**config.mk**
```make
export PLATFORM = sky130hd
export DESIGN_NAME = uart_rx_ctrl
export DESIGN_NICKNAME = d
export VERILOG_FILES = /design/src/rtl/uart_rx_ctrl.sv
export SDC_FILE = /design/constraint.sdc
export NUM_CORES = 1
export LEC_CHECK = 0
export CAP_MARGIN = 15
export CORE_MARGIN = 2
export CORE_UTILIZATION = 45
export CTS_BUF_LIST = sky130_fd_sc_hd__clkbuf_4 sky130_fd_sc_hd__clkbuf_8
export CTS_CLUSTER_DIAMETER = 120
export DETAILED_ROUTE_END_ITERATION = 16
export GPL_TIMING_DRIVEN = 0
export MAX_ROUTING_LAYER = met4
export PLACE_DENSITY = 0.73
export SLEW_MARGIN = 25
export SYNTH_ARGS = -nofsm -noshare
export SYNTH_HDL_FRONTEND = slang
export SYNTH_SLANG_ARGS = --single-unit
export TNS_END_PERCENT = 5
```
**constraint.sdc**
```tcl
create_clock -name CLK -period 2.37 [get_ports CLK]
set_input_delay 0.5925 -clock CLK [delete_from_list [all_inputs] [get_ports CLK]]
set_output_delay 0.5925 -clock CLK [all_outputs]
set_load 0.02 [all_outputs]
```
**src/rtl/uart_rx_ctrl.sv**
```systemverilog
// uart_rx_ctrl: RX tick generation, config shadowing and frame FIFO
// between the UART receiver and the host register interface.
module uart_rx_ctrl #(
  parameter int DEPTH      = 4,
  parameter int PRESCALE_W = 8
) (
  input  logic                     CLK,
  input  logic                     RST,
  input  logic                     RX_EN,
  input  logic [PRESCALE_W-1:0]    PRESCALE,
  input  logic                     PARITY_EN_CFG,
  input  logic [7:0]               RXDATA,
  input  logic                     VALID_RX,
  input  logic                     PARITY_ERROR,
  input  logic                     STOP_ERROR,
  output logic                     RX_tick,
  output logic                     PARITY_EN,
  input  logic                     RD_EN,
  output logic [7:0]               RD_DATA,
  output logic                     RD_PERR,
  output logic                     RD_SERR,
  output logic                     RD_VALID,
  output logic                     EMPTY,
  output logic                     FULL,
  output logic [$clog2(DEPTH):0]   COUNT,
  output logic                     OVERRUN,
  input  logic                     CLR_OVR
);

  localparam int AW = $clog2(DEPTH);
  localparam int CW = AW + 1;

  typedef enum logic {OFF, RUN} state_t;

  state_t                state_q;
  state_t                state_d;
  logic [PRESCALE_W-1:0] sh_pre;
  logic [PRESCALE_W-1:0] tick_cnt;
  logic                  tick_q;
  logic                  vld_q;
  logic                  vld_prev;
  logic                  rx_edge;
  logic                  do_wr;
  logic                  do_rd;
  logic [AW-1:0]         wptr;
  logic [AW-1:0]         rptr;
  logic [CW-1:0]         count_q;
  logic [9:0]            mem [DEPTH];

  always_comb begin
    state_d = state_q;
    unique case (state_q)
      OFF: if (RX_EN)  state_d = RUN;
      RUN: if (!RX_EN) state_d = OFF;
      default: state_d = OFF;
    endcase
  end

  always_ff @(posedge CLK) begin
    if (!RST) begin
      state_q   <= OFF;
      sh_pre    <= '0;
      PARITY_EN <= 1'b0;
    end else begin
      state_q <= state_d;
      if (state_q == OFF && RX_EN) begin
        sh_pre    <= PRESCALE;
        PARITY_EN <= PARITY_EN_CFG;
      end
    end
  end

  always_ff @(posedge CLK) begin
    if (!RST || state_q != RUN) begin
      tick_cnt <= '0;
      tick_q   <= 1'b0;
    end else if (tick_cnt == sh_pre) begin
      tick_cnt <= '0;
      tick_q   <= 1'b1;
    end else begin
      tick_cnt <= tick_cnt + 1'b1;
      tick_q   <= 1'b0;
    end
  end

  // a tick computed in the last RUN cycle must not leak into OFF
  assign RX_tick = tick_q && (state_q == RUN);

  always_ff @(posedge CLK) begin
    if (!RST) begin
      vld_q    <= 1'b0;
      vld_prev <= 1'b0;
    end else begin
      vld_q    <= VALID_RX;
      vld_prev <= vld_q;
    end
  end

  assign rx_edge = vld_q && !vld_prev && (state_q == RUN);
  assign EMPTY   = (count_q == '0);
  assign FULL    = (count_q == CW'(DEPTH));
  assign do_rd   = RD_EN && !EMPTY;
  assign do_wr   = rx_edge && (!FULL || do_rd);
  assign COUNT   = count_q;

  always_ff @(posedge CLK) begin
    if (do_wr) mem[wptr] <= {STOP_ERROR, PARITY_ERROR, RXDATA};
  end

  always_ff @(posedge CLK) begin
    if (!RST) begin
      wptr     <= '0;
      rptr     <= '0;
      count_q  <= '0;
      RD_DATA  <= 8'h00;
      RD_PERR  <= 1'b0;
      RD_SERR  <= 1'b0;
      RD_VALID <= 1'b0;
      OVERRUN  <= 1'b0;
    end else begin
      RD_VALID <= do_rd;
      if (do_wr) wptr <= wptr + 1'b1;
      if (do_rd) begin
        rptr <= rptr + 1'b1;
        {RD_SERR, RD_PERR, RD_DATA} <= mem[rptr];
      end
      unique case ({do_wr, do_rd})
        2'b10:   count_q <= count_q + 1'b1;
        2'b01:   count_q <= count_q - 1'b1;
        default: count_q <= count_q;
      endcase
      // a new drop outranks a clear in the same cycle
      if (rx_edge && !do_wr) OVERRUN <= 1'b1;
      else if (CLR_OVR)      OVERRUN <= 1'b0;
    end
  end

endmodule

```
**Word level (Yosys, flattened, before mapping)**

Memory sizes are Yosys's and may differ from the RTL's. A register that Yosys moved wholly into a read port is not among the register bits.
Cells that the tools add are included.

- Output and inout bits: 19
- Memories: 1
- Bits in registers: 30
- RAM bits: 40

- Bitwise logic cells: 1
- Add/subtract/negate cells: 5
- Equality and inequality tests: 4
- Mux-type cells: 7
- Reductions and logical operators: 19

Memory list:

| memory | words | bits a word | rd ports | clocked after Yosys merged registers in | write ports | RTL line | text |
|---|---|---|---|---|---|---|---|
| mem | 4 | 10 | 1 | 1 | 1 | 48 | `logic [9:0] mem [DEPTH];` |

Operators by type and width:

| kind | number |
|---|---|
| adder 8 x 1 -> 8 bit, second input constant | 1 |
| equality test 8 bit | 1 |
| logical AND 1 bit | 7 |
| zero test 1 bit | 6 |
| two-way mux 1 bit | 6 |
| one-hot mux 3 bit (2 select lines) | 1 |
| adder 2 x 1 -> 2 bit, second input constant | 2 |
| nonzero test 2 bit | 2 |
| adder 3 x 1 -> 3 bit, second input constant | 1 |
| equality test 3 bit, second input constant | 1 |
| zero test 3 bit | 1 |
| subtractor 3 x 1 -> 3 bit, second input constant | 1 |
| equality test 2 x 1 -> 1 bit, second input constant | 1 |
| equality test 2 bit, second input constant | 1 |
| logical OR 1 bit | 2 |
| OR reduction 2 bit | 1 |
| NOT 1 bit | 1 |

**Longest topological paths before layout**

- Depth in word-level cells: 8
- Mapped depth: 7

**Least setup slack after synthesis**

OpenSTA, ideal clock, no wires.

- Path kind: in2reg
- From: in RD_EN
- To: reg count_q[2], in the netlist COUNT[2]
- Library setup time: 120 ps
- Arrival time: 2231 ps
- Cell stages on the path: 7
- Slack: 20 ps
- Path through: o31a_2 -> clkbuf_1 -> nand2_1 -> fa_1 -> or3_1 -> and3_1 -> o31a_1

- Word-level cells in the longest chain between the ends: 5
- Elaborated cells between the ends (all ways): 7
- Classes of those cells: eq/ne: 2; mux: 1; reduce/logical: 4

RTL lines:

| element | RTL line | text |
|---|---|---|
| start, declared | 18 | `input logic RD_EN,` |
| logical AND 1 bit * | 102 | `assign do_rd = RD_EN && !EMPTY;` |
| logical OR 1 bit | 103 | `assign do_wr = rx_edge && (!FULL \|\| do_rd);` |
| logical AND 1 bit | 103 |  |
| equality test 2 x 1 -> 1 bit / equality test 2 bit (equally long branches) | 127 | `unique case ({do_wr, do_rd})` |
| one-hot mux 3 bit (2 select lines) / nonzero test 2 bit (equally long branches) | - |  |
| end signal, assigned | 128 | `2'b10: count_q <= count_q + 1'b1;` |
| end signal, assigned | 129 | `2'b01: count_q <= count_q - 1'b1;` |
| end signal, assigned | 130 | `default: count_q <= count_q;` |
| end, declared | 47 | `logic [CW-1:0] count_q;` |

Mark *: on every way between the ends. The rest lies on a longest branch, timed or not.
A chain may end at the register's enable or synchronous reset.

**Final worst setup path**

Ends and elaborated chain as after synthesis.

==> flow_results.xml <==
<?xml version="1.0" encoding="UTF-8"?>
<metrics>
  <group name="outcome">
    <metric name="run_status" unit="">finished, final reports clean</metric>
  </group>
  <group name="detailed_routing">
    <metric name="route.detailed.wl_per_inst" unit="um">14.4</metric>
    <metric name="initialDrtViolationCount" unit="">118</metric>
    <metric name="ant_nets" unit="">0</metric>
    <metric name="drt_pass1_iterations" unit="">4</metric>
    <metric name="detail_route.drc_violations" unit="">0</metric>
    <metric name="wirelength" unit="um">5840</metric>
    <metric name="avg_vias_per_cell" unit="">4.95</metric>
    <metric name="route.vias.total" unit="">2011</metric>
  </group>
  <group name="final_layout">
    <metric name="final_instance_area" unit="um^2">3970</metric>
    <metric name="multi_input_combinational_cell_area" unit="um^2">1160</metric>
    <metric name="areaGrowthSynthToFinish" unit="%">23.2</metric>
    <metric name="fill_cells" unit="">560</metric>
    <metric name="antenna_cells_inserted" unit="">0</metric>
    <metric name="post-route-util" unit="%">57.7</metric>
    <metric name="final-seq-area" unit="um^2">2000</metric>
    <metric name="nets" unit="">336</metric>
    <metric name="stdcell_count" unit="">406</metric>
    <metric name="fraction_of_final_layout_cells_sized_beyond_drive_strength_1" unit="%">12.9</metric>
  </group>
  <group name="global_routing">
    <metric name="initial_antenna_violation_count" unit="">0</metric>
    <metric name="grt.total_usage" unit="%">17.2</metric>
    <metric name="grt_start_max_net_pins" unit="">14</metric>
    <metric name="first_pass_grt_wire_length" unit="um">9470</metric>
    <metric name="number_of_global_route_vias_before_repair" unit="">2018</metric>
    <metric name="globalRouteOverflowTotal" unit="">0</metric>
  </group>
  <group name="yosys">
    <metric name="synth-warning-count" unit="">0</metric>
    <metric name="synth_top_flop_cell" unit="">sky130_fd_sc_hd__edfxtp_1</metric>
    <metric name="mappedNetlistNets" unit="">283</metric>
    <metric name="synth.ff_latch_count" unit="">80</metric>
    <metric name="netlist_area" unit="um^2">3220</metric>
    <metric name="synth_top_cells_by_area" unit="">sky130_fd_sc_hd__edfxtp_1 37%, sky130_fd_sc_hd__dfxtp_1 25%, sky130_fd_sc_hd__mux4_2 7.0%, sky130_fd_sc_hd__nand2_1 5.1%, sky130_fd_sc_hd__a21boi_0 4.4%</metric>
    <metric name="compound_gate_portion_of_the_synthesized_area" unit="%">7.58</metric>
    <metric name="area_share_of_the_leading_cell_type_in_the_synthesized_netlist" unit="%">37.3</metric>
    <metric name="ys_async_sr_fraction" unit="%">0</metric>
    <metric name="synthSimpleGateAreaFrac" unit="%">13.6</metric>
    <metric name="synthAdderAreaFrac" unit="%">2.57</metric>
    <metric name="xor_xnor_fraction_of_synth_area" unit="%">4.62</metric>
    <metric name="post_synth_num_cell_types" unit="">40</metric>
    <metric name="synth_cells" unit="">252</metric>
    <metric name="ys_top_cells_by_count" unit="">44 x sky130_fd_sc_hd__nand2_1, 40 x sky130_fd_sc_hd__dfxtp_1, 40 x sky130_fd_sc_hd__edfxtp_1, 19 x sky130_fd_sc_hd__a21boi_0, 12 x sky130_fd_sc_hd__xnor2_1</metric>
    <metric name="synth-edff-count" unit="">40</metric>
    <metric name="netlist.top_cell.by_area" unit="">sky130_fd_sc_hd__edfxtp_1</metric>
    <metric name="synth.most_common_cell" unit="">sky130_fd_sc_hd__nand2_1</metric>
    <metric name="synth-seq-area-share" unit="%">62.2</metric>
    <metric name="synth.avg_cell_area" unit="um^2">12.8</metric>
    <metric name="synth_top_family_by_area" unit="">simple AND/OR/NAND/NOR gates</metric>
    <metric name="synth.area.mux_share" unit="%">7.31</metric>
  </group>
  <group name="timing">
    <metric name="worst_clock_skew" unit="ns">0.00897</metric>
    <metric name="grt_setup_unrepaired" unit="">no</metric>
    <metric name="worst_slew_margin_rel" unit="%">61.0</metric>
    <metric name="report.final.slew_viol_count" unit="">0</metric>
    <metric name="post-route-period-util" unit="%">94.4</metric>
    <metric name="fin_tns_setup" unit="ns">0</metric>
    <metric name="timing.fmax" unit="MHz">447</metric>
    <metric name="final.hold.worst_slack" unit="ns">0.468</metric>
    <metric name="final_hold_violation_count" unit="">0</metric>
    <metric name="setup_viol" unit="">0</metric>
    <metric name="fin_crit" unit="ns">2.24</metric>
    <metric name="setup_ws" unit="ns">0.132</metric>
    <metric name="max_slew.worst_pin.slew" unit="ns">0.583</metric>
  </group>
  <group name="worst_setup_path">
    <metric name="worstPathArrival" unit="ns">2.48</metric>
    <metric name="startpoint_type" unit="">input pin</metric>
    <metric name="critPathBufInv" unit="">1</metric>
    <metric name="required" unit="ns">2.61</metric>
    <metric name="worst_path_largest_cell_delay" unit="ns">0.43</metric>
    <metric name="cp_max_fo" unit="">7</metric>
    <metric name="crit_type" unit="">in -&gt; reg</metric>
    <metric name="crit_path_end_kind" unit="">register</metric>
    <metric name="cell_chain_of_the_critical_path" unit="">dlygate4sd2_1 -&gt; o31a_4 -&gt; nand2_1 -&gt; fa_1 -&gt; or3_1 -&gt; and3_1 -&gt; o31a_1</metric>
    <metric name="slowest_stage" unit="">sky130_fd_sc_hd__fa_1</metric>
    <metric name="cpLargestDelayFamily" unit="">simple AND/OR/NAND/NOR gates</metric>
  </group>
  <group name="clocking">
    <metric name="max_clock_buf_depth" unit="">2</metric>
    <metric name="post_cts_hold_buffer_count" unit="">0</metric>
    <metric name="ctsHtreeMaxLevel" unit="">3</metric>
    <metric name="clock-root-buffer" unit="">sky130_fd_sc_hd__clkbuf_8</metric>
    <metric name="clock-sinks" unit="">80</metric>
    <metric name="clock_tree_from_tritoncts" unit="">yes</metric>
    <metric name="clk_pin_slew" unit="ns">0.08</metric>
    <metric name="clock_insertion_delay_worst_skew" unit="ns">0.35</metric>
    <metric name="numCtsBuffers" unit="">9</metric>
  </group>
  <group name="die">
    <metric name="placement_rows" unit="">30</metric>
    <metric name="ioPinCount" unit="">44</metric>
    <metric name="design.die.area" unit="um^2">7850</metric>
    <metric name="coreArea" unit="um^2">6870</metric>
    <metric name="start_util" unit="%">46.9</metric>
    <metric name="die_h" unit="um">88.6</metric>
    <metric name="die_w" unit="um">88.6</metric>
  </group>
  <group name="placed_design">
    <metric name="place.detailed.hpwl" unit="um">4180</metric>
    <metric name="dp.cells" unit="">391</metric>
    <metric name="number_of_i_o_port_buffers" unit="">43</metric>
    <metric name="pre_cts_ws" unit="ns">-0.762</metric>
    <metric name="postPlaceCellArea" unit="um^2">3770</metric>
    <metric name="place_congestion" unit="">0.814</metric>
  </group>
  <group name="power_and_ir_drop">
    <metric name="power_dens_cells" unit="nW/um^2">750</metric>
    <metric name="p_total" unit="mW">2.98</metric>
    <metric name="max-vdd-ir-drop" unit="mV">0.386</metric>
    <metric name="leakage" unit="nW">1.35</metric>
  </group>
  <group name="run">
    <metric name="drv_cap" unit="">0</metric>
  </group>
  <group name="min_path">
    <metric name="holdCritPathClass" unit="">reg -&gt; reg</metric>
  </group>
</metrics>
==> what timing repair did <==
| action | in CTS | in global routing |
|---|---|---|
| buffers inserted | 0 | 0 |
| endpoints found under the setup margin | 1 | 2 |
| cloned | 0 | 0 |
| resized for setup | 2 | 2 |
==> logic make-up after synthesis <==
family,after synthesis
compound gates,32
mux,11
fa+ha+maj,6
simple gates,89
buf+inv,17
xor+xnor,17
flops,80
==> registers in the layout, indices dropped and copies added, names as in the netlist, 2 cells and up <==
name      cells
COUNT         3
RD_DATA       8
mem          40
rptr          2
sh_pre        8
tick_cnt      8
wptr          2
==> power by group <==
group	switching [mW]	total [mW]	internal [mW]
sequential	0.0493	1.55	1.50
combinational	0.225	0.465	0.240
clock	0.464	0.956	0.493
total	0.738	2.98	2.24
==> metal layers <==
layer | global-route usage, % | up-vias | wire, um
met4 | 6.20 | 0 | 56
met3 | 5.88 | 5 | 239
met1 | 19.0 | 978 | 2480
met5 | - | - | 0
li1 | - | 995 | -
met2 | 28.8 | 33 | 3060
==> worst reg2reg max path, delay by kind of cell (launching register included) <==
family | cells | cell delay (ns)
AOI/OAI and AO/OA | 2 | 0.51
DFF | 1 | 0.45
and+or+nand+nor | 3 | 0.65
adders and majority gates | 1 | 0.43
==> layout make-up <==
cell class	count	share of cell area, %
Buffer	10	1.07
Timing Repair Buffer	43	10.8
Clock inverter	6	1.51
Multi-Input combinational cell	155	29.1
Sequential cell	80	50.5
Tap cell	96	3.03
Inverter	6	0.568
Clock buffer	10	3.31
==> placed cells by master (no fill, tap or decap), types with 5 or more instances in the layout <==
cell type,n
sky130_fd_sc_hd__a21boi_0,19
sky130_fd_sc_hd__and2_1,8
sky130_fd_sc_hd__clkbuf_1,6
sky130_fd_sc_hd__clkbuf_8,9
sky130_fd_sc_hd__clkdlybuf4s50_1,42
sky130_fd_sc_hd__dfxtp_1,38
sky130_fd_sc_hd__edfxtp_1,40
sky130_fd_sc_hd__ha_1,5
sky130_fd_sc_hd__inv_1,6
sky130_fd_sc_hd__mux4_2,10
sky130_fd_sc_hd__nand2_1,44
sky130_fd_sc_hd__nand3_1,6
sky130_fd_sc_hd__nor2_1,8
sky130_fd_sc_hd__xnor2_1,12
sky130_fd_sc_hd__xor2_1,5
==> path summary, 6_finish.rpt <==
kind / end / startpoint / slack [ns] / cells after the start
max: COUNT[2] / RD_EN / 0.13 / 7
min: PARITY_EN / PARITY_EN / 0.47 / 2
max reg2reg: COUNT[2] / COUNT[2] / 0.23 / 6
min reg2reg: PARITY_EN / PARITY_EN / 0.47 / 2
(Power assumes the default switching activity.)
